[src/rtl/regfile_pkg.sv]
// Shared register-file types and constants used by the write arbiter,
// the register file and the write requesters.
package regfile_pkg;

   localparam int REG_ADDR_W = 2;
   localparam int REG_DATA_W = 8;
   localparam int NUM_REGS   = 2 ** REG_ADDR_W;

   typedef logic [REG_ADDR_W-1:0] reg_addr_t;
   typedef logic [REG_DATA_W-1:0] reg_data_t;

   // One write request as seen by the register file and its requesters.
   typedef struct packed {
      logic      valid;
      reg_addr_t addr;
      reg_data_t data;
   } wr_req_t;

   // Index of the requester following idx, wrapping at n.
   function automatic int wrap_inc(input int idx, input int n);
      return (idx + 1 >= n) ? 0 : idx + 1;
   endfunction

endpackage

[src/rtl/regfile_write_arbiter_rr_pick.sv]
// rr_pick: returns the first requester at or after start_i (wrapping) whose
// request and mask bits are both set.
module rr_pick #(
   parameter int N = 4,
   localparam int IW = (N > 1) ? $clog2(N) : 1
) (
   input  logic [N-1:0]  req_i,
   input  logic [N-1:0]  mask_i,
   input  logic [IW-1:0] start_i,
   output logic          found_o,
   output logic [IW-1:0] idx_o
);

   logic [N-1:0]   elig;
   logic [2*N-1:0] elig_rot;

   assign elig     = req_i & mask_i;
   // Doubling the vector lets a plain right shift act as a rotate by start_i.
   assign elig_rot = {elig, elig} >> start_i;

   // Nearest eligible bit wins; scanning far-to-near leaves the nearest hit last.
   always_comb begin
      logic [IW:0] sum;
      found_o = 1'b0;
      idx_o   = '0;
      sum     = '0;
      for (int p = N - 1; p >= 0; p--) begin
         if (elig_rot[p]) begin
            sum = {1'b0, start_i} + (IW+1)'(p);
            if (sum >= (IW+1)'(N)) begin
               sum = sum - (IW+1)'(N);
            end
            found_o = 1'b1;
            idx_o   = sum[IW-1:0];
         end
      end
   end

endmodule

[src/rtl/regfile_write_arbiter.sv]
// regfile_write_arbiter: round-robin sharing of the register file's two write
// ports among NUM_REQ requesters, with registered port outputs and a
// pending-write mask. Optional stall counter enabled by REGARB_STALL_CNT_EN.
module regfile_write_arbiter
   import regfile_pkg::*;
#(
   parameter int NUM_REQ = 4,
   parameter int ADDR_W  = REG_ADDR_W,
   parameter int DATA_W  = REG_DATA_W
) (
   input  logic                        clock,
   input  logic                        reset,
   input  logic [NUM_REQ-1:0]          req_valid,
   input  logic [NUM_REQ*ADDR_W-1:0]   req_addr,
   input  logic [NUM_REQ*DATA_W-1:0]   req_data,
   output logic [NUM_REQ-1:0]          req_ready,
   output logic [ADDR_W-1:0]           wr1,
   output logic [ADDR_W-1:0]           wr2,
   output logic [DATA_W-1:0]           wr1_data,
   output logic [DATA_W-1:0]           wr2_data,
   output logic                        wr1_enable,
   output logic                        wr2_enable,
   output logic [(2**ADDR_W)-1:0]      wr_pending
`ifdef REGARB_STALL_CNT_EN
   ,
   output logic [15:0]                 stall_count
`endif
);

   localparam int IW = (NUM_REQ > 1) ? $clog2(NUM_REQ) : 1;
   localparam int NR = 2 ** ADDR_W;

   logic [ADDR_W-1:0]  addr_a [NUM_REQ];
   logic [DATA_W-1:0]  data_a [NUM_REQ];
   logic [NUM_REQ-1:0] mask2;
   logic [NUM_REQ-1:0] all_ones;

   logic [IW-1:0] rr_ptr_q, rr_ptr_d;
   logic          found1, found2;
   logic [IW-1:0] g1_idx, g2_idx;
   logic [IW-1:0] start2;
   logic          grant1, grant2;

   logic [ADDR_W-1:0] wr1_q, wr2_q;
   logic [DATA_W-1:0] wr1_data_q, wr2_data_q;
   logic              wr1_en_q, wr2_en_q;

   assign all_ones = '1;

   // Unpack the flat request buses and mark who may take the second port:
   // anyone other than grant 1 whose target register differs from it.
   generate
      for (genvar gi = 0; gi < NUM_REQ; gi++) begin : g_req
         assign addr_a[gi] = req_addr[gi*ADDR_W +: ADDR_W];
         assign data_a[gi] = req_data[gi*DATA_W +: DATA_W];
         assign mask2[gi]  = (IW'(gi) != g1_idx) && (addr_a[gi] != addr_a[g1_idx]);
      end
   endgenerate

   rr_pick #(.N(NUM_REQ)) u_pick1 (
      .req_i   (req_valid),
      .mask_i  (all_ones),
      .start_i (rr_ptr_q),
      .found_o (found1),
      .idx_o   (g1_idx)
   );

   // Second scan continues just past grant 1, so it keeps round-robin order.
   assign start2 = IW'(wrap_inc(int'(g1_idx), NUM_REQ));

   rr_pick #(.N(NUM_REQ)) u_pick2 (
      .req_i   (req_valid),
      .mask_i  (mask2),
      .start_i (start2),
      .found_o (found2),
      .idx_o   (g2_idx)
   );

   assign grant1 = found1 & ~reset;
   assign grant2 = found1 & found2 & ~reset;

   // Grant vector and the pointer advance past the last grant of this cycle.
   always_comb begin
      req_ready = '0;
      rr_ptr_d  = rr_ptr_q;
      if (grant1) begin
         req_ready[g1_idx] = 1'b1;
         rr_ptr_d          = IW'(wrap_inc(int'(g1_idx), NUM_REQ));
      end
      if (grant2) begin
         req_ready[g2_idx] = 1'b1;
         rr_ptr_d          = IW'(wrap_inc(int'(g2_idx), NUM_REQ));
      end
   end

   // Register granted writes onto the ports; idle ports keep their last addr/data.
   always_ff @(posedge clock) begin
      if (reset) begin
         rr_ptr_q   <= '0;
         wr1_q      <= '0;
         wr2_q      <= '0;
         wr1_data_q <= '0;
         wr2_data_q <= '0;
         wr1_en_q   <= 1'b0;
         wr2_en_q   <= 1'b0;
      end else begin
         rr_ptr_q <= rr_ptr_d;
         wr1_en_q <= grant1;
         wr2_en_q <= grant2;
         if (grant1) begin
            wr1_q      <= addr_a[g1_idx];
            wr1_data_q <= data_a[g1_idx];
         end
         if (grant2) begin
            wr2_q      <= addr_a[g2_idx];
            wr2_data_q <= data_a[g2_idx];
         end
      end
   end

   // Registers with a write currently on either port.
   always_comb begin
      wr_pending = '0;
      if (wr1_en_q) wr_pending[wr1_q] = 1'b1;
      if (wr2_en_q) wr_pending[wr2_q] = 1'b1;
   end

   assign wr1        = wr1_q;
   assign wr2        = wr2_q;
   assign wr1_data   = wr1_data_q;
   assign wr2_data   = wr2_data_q;
   assign wr1_enable = wr1_en_q;
   assign wr2_enable = wr2_en_q;

`ifdef REGARB_STALL_CNT_EN
   logic [15:0] stall_cnt_q, stall_cnt_d;
   logic        any_stall;

   assign any_stall = |(req_valid & ~req_ready);

   // Count cycles where some valid requester was left waiting, saturating.
   always_comb begin
      stall_cnt_d = stall_cnt_q;
      if (any_stall && (stall_cnt_q != 16'hFFFF)) begin
         stall_cnt_d = stall_cnt_q + 16'd1;
      end
   end

   // Stall counter register, cleared by reset.
   always_ff @(posedge clock) begin
      if (reset) stall_cnt_q <= '0;
      else       stall_cnt_q <= stall_cnt_d;
   end

   assign stall_count = stall_cnt_q;
`endif

endmodule
[config.mk]
export PLATFORM = sky130hd
export DESIGN_NAME = regfile_write_arbiter
export DESIGN_NICKNAME = d
export VERILOG_FILES = /design/src/rtl/regfile_pkg.sv /design/src/rtl/regfile_write_arbiter_rr_pick.sv /design/src/rtl/regfile_write_arbiter.sv
export SDC_FILE = /design/constraint.sdc
export NUM_CORES = 1
export LEC_CHECK = 0
export CAP_MARGIN = 5
export CORE_ASPECT_RATIO = 0.5
export CORE_MARGIN = 1
export CORE_UTILIZATION = 35
export CTS_CLUSTER_DIAMETER = 120
export DETAILED_ROUTE_END_ITERATION = 8
export DONT_BUFFER_PORTS = 1
export SYNTH_ARGS = -nofsm -noshare
export SYNTH_HDL_FRONTEND = slang
export SYNTH_SLANG_ARGS = --single-unit
[constraint.sdc]
create_clock -name clock -period 10.1 [get_ports clock]
set_clock_uncertainty 0.05 [all_clocks]
set_input_delay 1.01 -clock clock [delete_from_list [all_inputs] [get_ports clock]]
set_output_delay 1.01 -clock clock [all_outputs]
set_load 0.03 [all_outputs]
==> metrics.cfg <==
[synthesis]
synth_flop_cell=sky130_fd_sc_hd__dfxtp_1
netlist-cell-type-count=47
yosysMostFrequentCell=sky130_fd_sc_hd__nand2_1
netlist.top_cell.by_area=sky130_fd_sc_hd__dfxtp_1
yosysTopAreaCellShare_pct=23.0
synthCells=280
postSynthNetCount=334
yosys-top-cells-area=sky130_fd_sc_hd__dfxtp_1 23%, sky130_fd_sc_hd__nand2_1 9.2%, sky130_fd_sc_hd__mux2i_1 5.3%
post_synth_edffs=0
synth_area_mm2=0.00209
postSynth.asyncResetShare_pct=0
warning_count_from_the_yosys_run=0
postSynthRegisterBits=24
syn_avg_cell_area_um2=7.46
synth_seq_area_share_pct=23.0
synth.cells.most_frequent=51 x sky130_fd_sc_hd__nand2_1, 24 x sky130_fd_sc_hd__dfxtp_1, 19 x sky130_fd_sc_hd__a21oi_1, 19 x sky130_fd_sc_hd__nor2_1, 16 x sky130_fd_sc_hd__nor3_1

[grt]
grt_first_pass_wirelength_um=10500
grt_pass1_vias=2035
grt_start_max_net_pins=28
antenna_violations_before_repair=0
grt-ovfl-total=0
grt_use_total_pct=21.1

[pwr]
vdd_drop_max_v=0.000119
final_power_w=0.000741
p_leak_nw=0.875
pwr_density_cell_mw_per_mm2=332

[clock_tree]
hold_buffers=0
postCtsSetupRepairBufs=0
cts_inserted_buffers=3
clock_path_buffers=2
worstSkewPairLatency_ns=0.26
post_cts_resized=0
cts-htree-levels=1
clk_root_buffer_cell=sky130_fd_sc_hd__clkbuf_16
tritoncts=built
clkSinkCount=24
worst_setup_hold_path_clk_slew_ns=0.07

[die]
io_pins=76
initial_core_util_pct=37.2
die_x_um=111
core-area_mm2=0.00561
dieHeight_um=56.6
fp.dieArea_mm2=0.00630
core.rowCount=19

[flow_run]
max-cap-violations=0

[placement]
place.port_buffers=0
globalplace.congestion=0.914
detailed_place_hpwl_um=4900
placed_cell_area_mm2=0.00213
detailedPlace.worstSlack_ns=3.07

[route]
routed_via_density=6.08
vias_post_dr=2096
detail_route.iter0.violations=138
firstDrtPassIters=6
drc_errors=8
wl_um=6530
ant_nets=0
wl_per_cell_um=18.9

[final_layout]
fill_cells=580
utilization_pct=39.8
area_growth_syn_to_layout_pct=6.95
antenna_cells_inserted=0
area.sequential_um2=480
multi_input_logic_area_mm2=0.00149
final_design_area_no_fill_mm2=0.00223
layout_net_count=327
post_route_cells_drive_above_1_share_pct=8.09

[sta]
timing_hold_violations_final=0
layout_min_cycle_time_ns=7.08
slew_viol_final=0
finalSetupViolCount=0
timing.max_slew.rel_slack_pct=30.4
setup_total_negative_slack_ns=0
fin_ws_ns=3.02
fmax_mhz=141
fin_crit_share_pct=70.1
timing_worst_slew_pin_value_ns=1.04
rsz0062_at_grt=no

[worst_setup_path]
worstSetupPathType=primary input to primary output
required_ns=9.04
cp-endpoint=req_ready[1]
minimum_setup_slack_among_reg_to_reg_paths_ns=4.70
cp-end-kind=primary output
critical_path_arrival_ns=6.02
setup.worst_path.start_class=primary input
r2r_endpoint=rr_ptr_q[1]
critical_path_peak_fanout=22
crit_path_start=req_valid[1]
worstRegToRegCells=15
rr_startpoint=rr_ptr_q[0]

[worst_hold_path]
worst_hold_path_type=flip-flop to flip-flop

[outcome]
violations=DRC
outcome=complete, but fails checks

-- stage by stage --
stage	hold slack, ns	instances
2_1_floorplan	0.456	280
3_3_place_gp	0.512	341
3_5_place_dp	0.523	341
4_1_cts	0.534	345
5_1_grt	0.578	345
6_report	0.538	345
-- how the worst min path moves through the flow --
stage           startpoint          end  slack [ns]  cells after the start
2_1_floorplan  rr_ptr_q[0]  rr_ptr_q[0]        0.46                      2
3_3_place_gp   rr_ptr_q[1]  rr_ptr_q[1]        0.51                      2
3_5_place_dp   rr_ptr_q[0]  rr_ptr_q[0]        0.52                      2
4_1_cts        rr_ptr_q[1]  rr_ptr_q[1]        0.53                      2
5_1_grt        rr_ptr_q[1]  rr_ptr_q[1]        0.58                      2
6_report       rr_ptr_q[1]  rr_ptr_q[1]        0.54                      2
-- cells in the final DEF (no fill, tap or decap), drive strengths merged, types with 4 or more instances in the layout --
master,synthesis,layout
o21ai,15,15
a211oi,5,5
nor3,16,16
nand3,9,9
a21bo,8,8
nand2,51,51
nand2b,4,4
a311oi,9,9
and3,8,8
mux2i,11,11
a21oi,19,19
ha,8,8
dfxtp,24,24
nor2,20,20
inv,14,14
or3,4,4
o21a,8,8
o211ai,10,10
-- cells by family (layout without fill, tap and decap cells) --
family	Yosys count	after routing	share of synthesized area, %
simple gates	118	118	25.9
compound gates	90	90	34.5
buf+inv	28	20	5.99
flops	24	24	23.0
mux	12	12	5.81
fa+ha+maj	8	8	4.79
-- registers in the layout (all words and copies together) (netlist names) --
register    flops
wr1             2
wr2_data        8
wr2             2
wr2_enable      1
wr1_data        8
wr1_enable      1
rr_ptr_q        2
-- power breakdown --
part,internal [W],total (W),switching [W]
logic,0.000153,0.000417,0.000264
clock network,0.0000790,0.000119,0.0000398
registers,0.000127,0.000205,0.0000782
total,0.000359,0.000741,0.000382
-- critical path, cell delays in order --
cell	delay, ns
sky130_fd_sc_hd__inv_1	0.11
sky130_fd_sc_hd__a21oi_1	0.18
sky130_fd_sc_hd__nor2_4	0.43
sky130_fd_sc_hd__inv_2	0.33
sky130_fd_sc_hd__a211oi_2	0.53
sky130_fd_sc_hd__nor3_1	0.13
sky130_fd_sc_hd__o41a_1	0.47
sky130_fd_sc_hd__a22oi_1	0.23
sky130_fd_sc_hd__a2bb2oi_1	0.73
sky130_fd_sc_hd__nand2_1	0.71
sky130_fd_sc_hd__inv_2	0.21
sky130_fd_sc_hd__ha_1	0.18
sky130_fd_sc_hd__a21oi_1	0.06
sky130_fd_sc_hd__nor3_1	0.69
-- metal layers --
metal	GRT usage, %	routed length [µm]	share of wire, %
met5	0	0	0
met4	6.56	90	1.4
met3	7.67	701	11
met2	33.6	2910	45
met1	26.7	2830	43
-- final cells by class --
type	count	area share [%]
clock inverter	1	1.34
timing repair buffer	2	0.672
inverter	14	2.35
multi-input combinational	228	66.7
clock buffer	3	3.36
sequential	24	21.5
tap	73	4.09
Power figures use the tool's default switching activity.
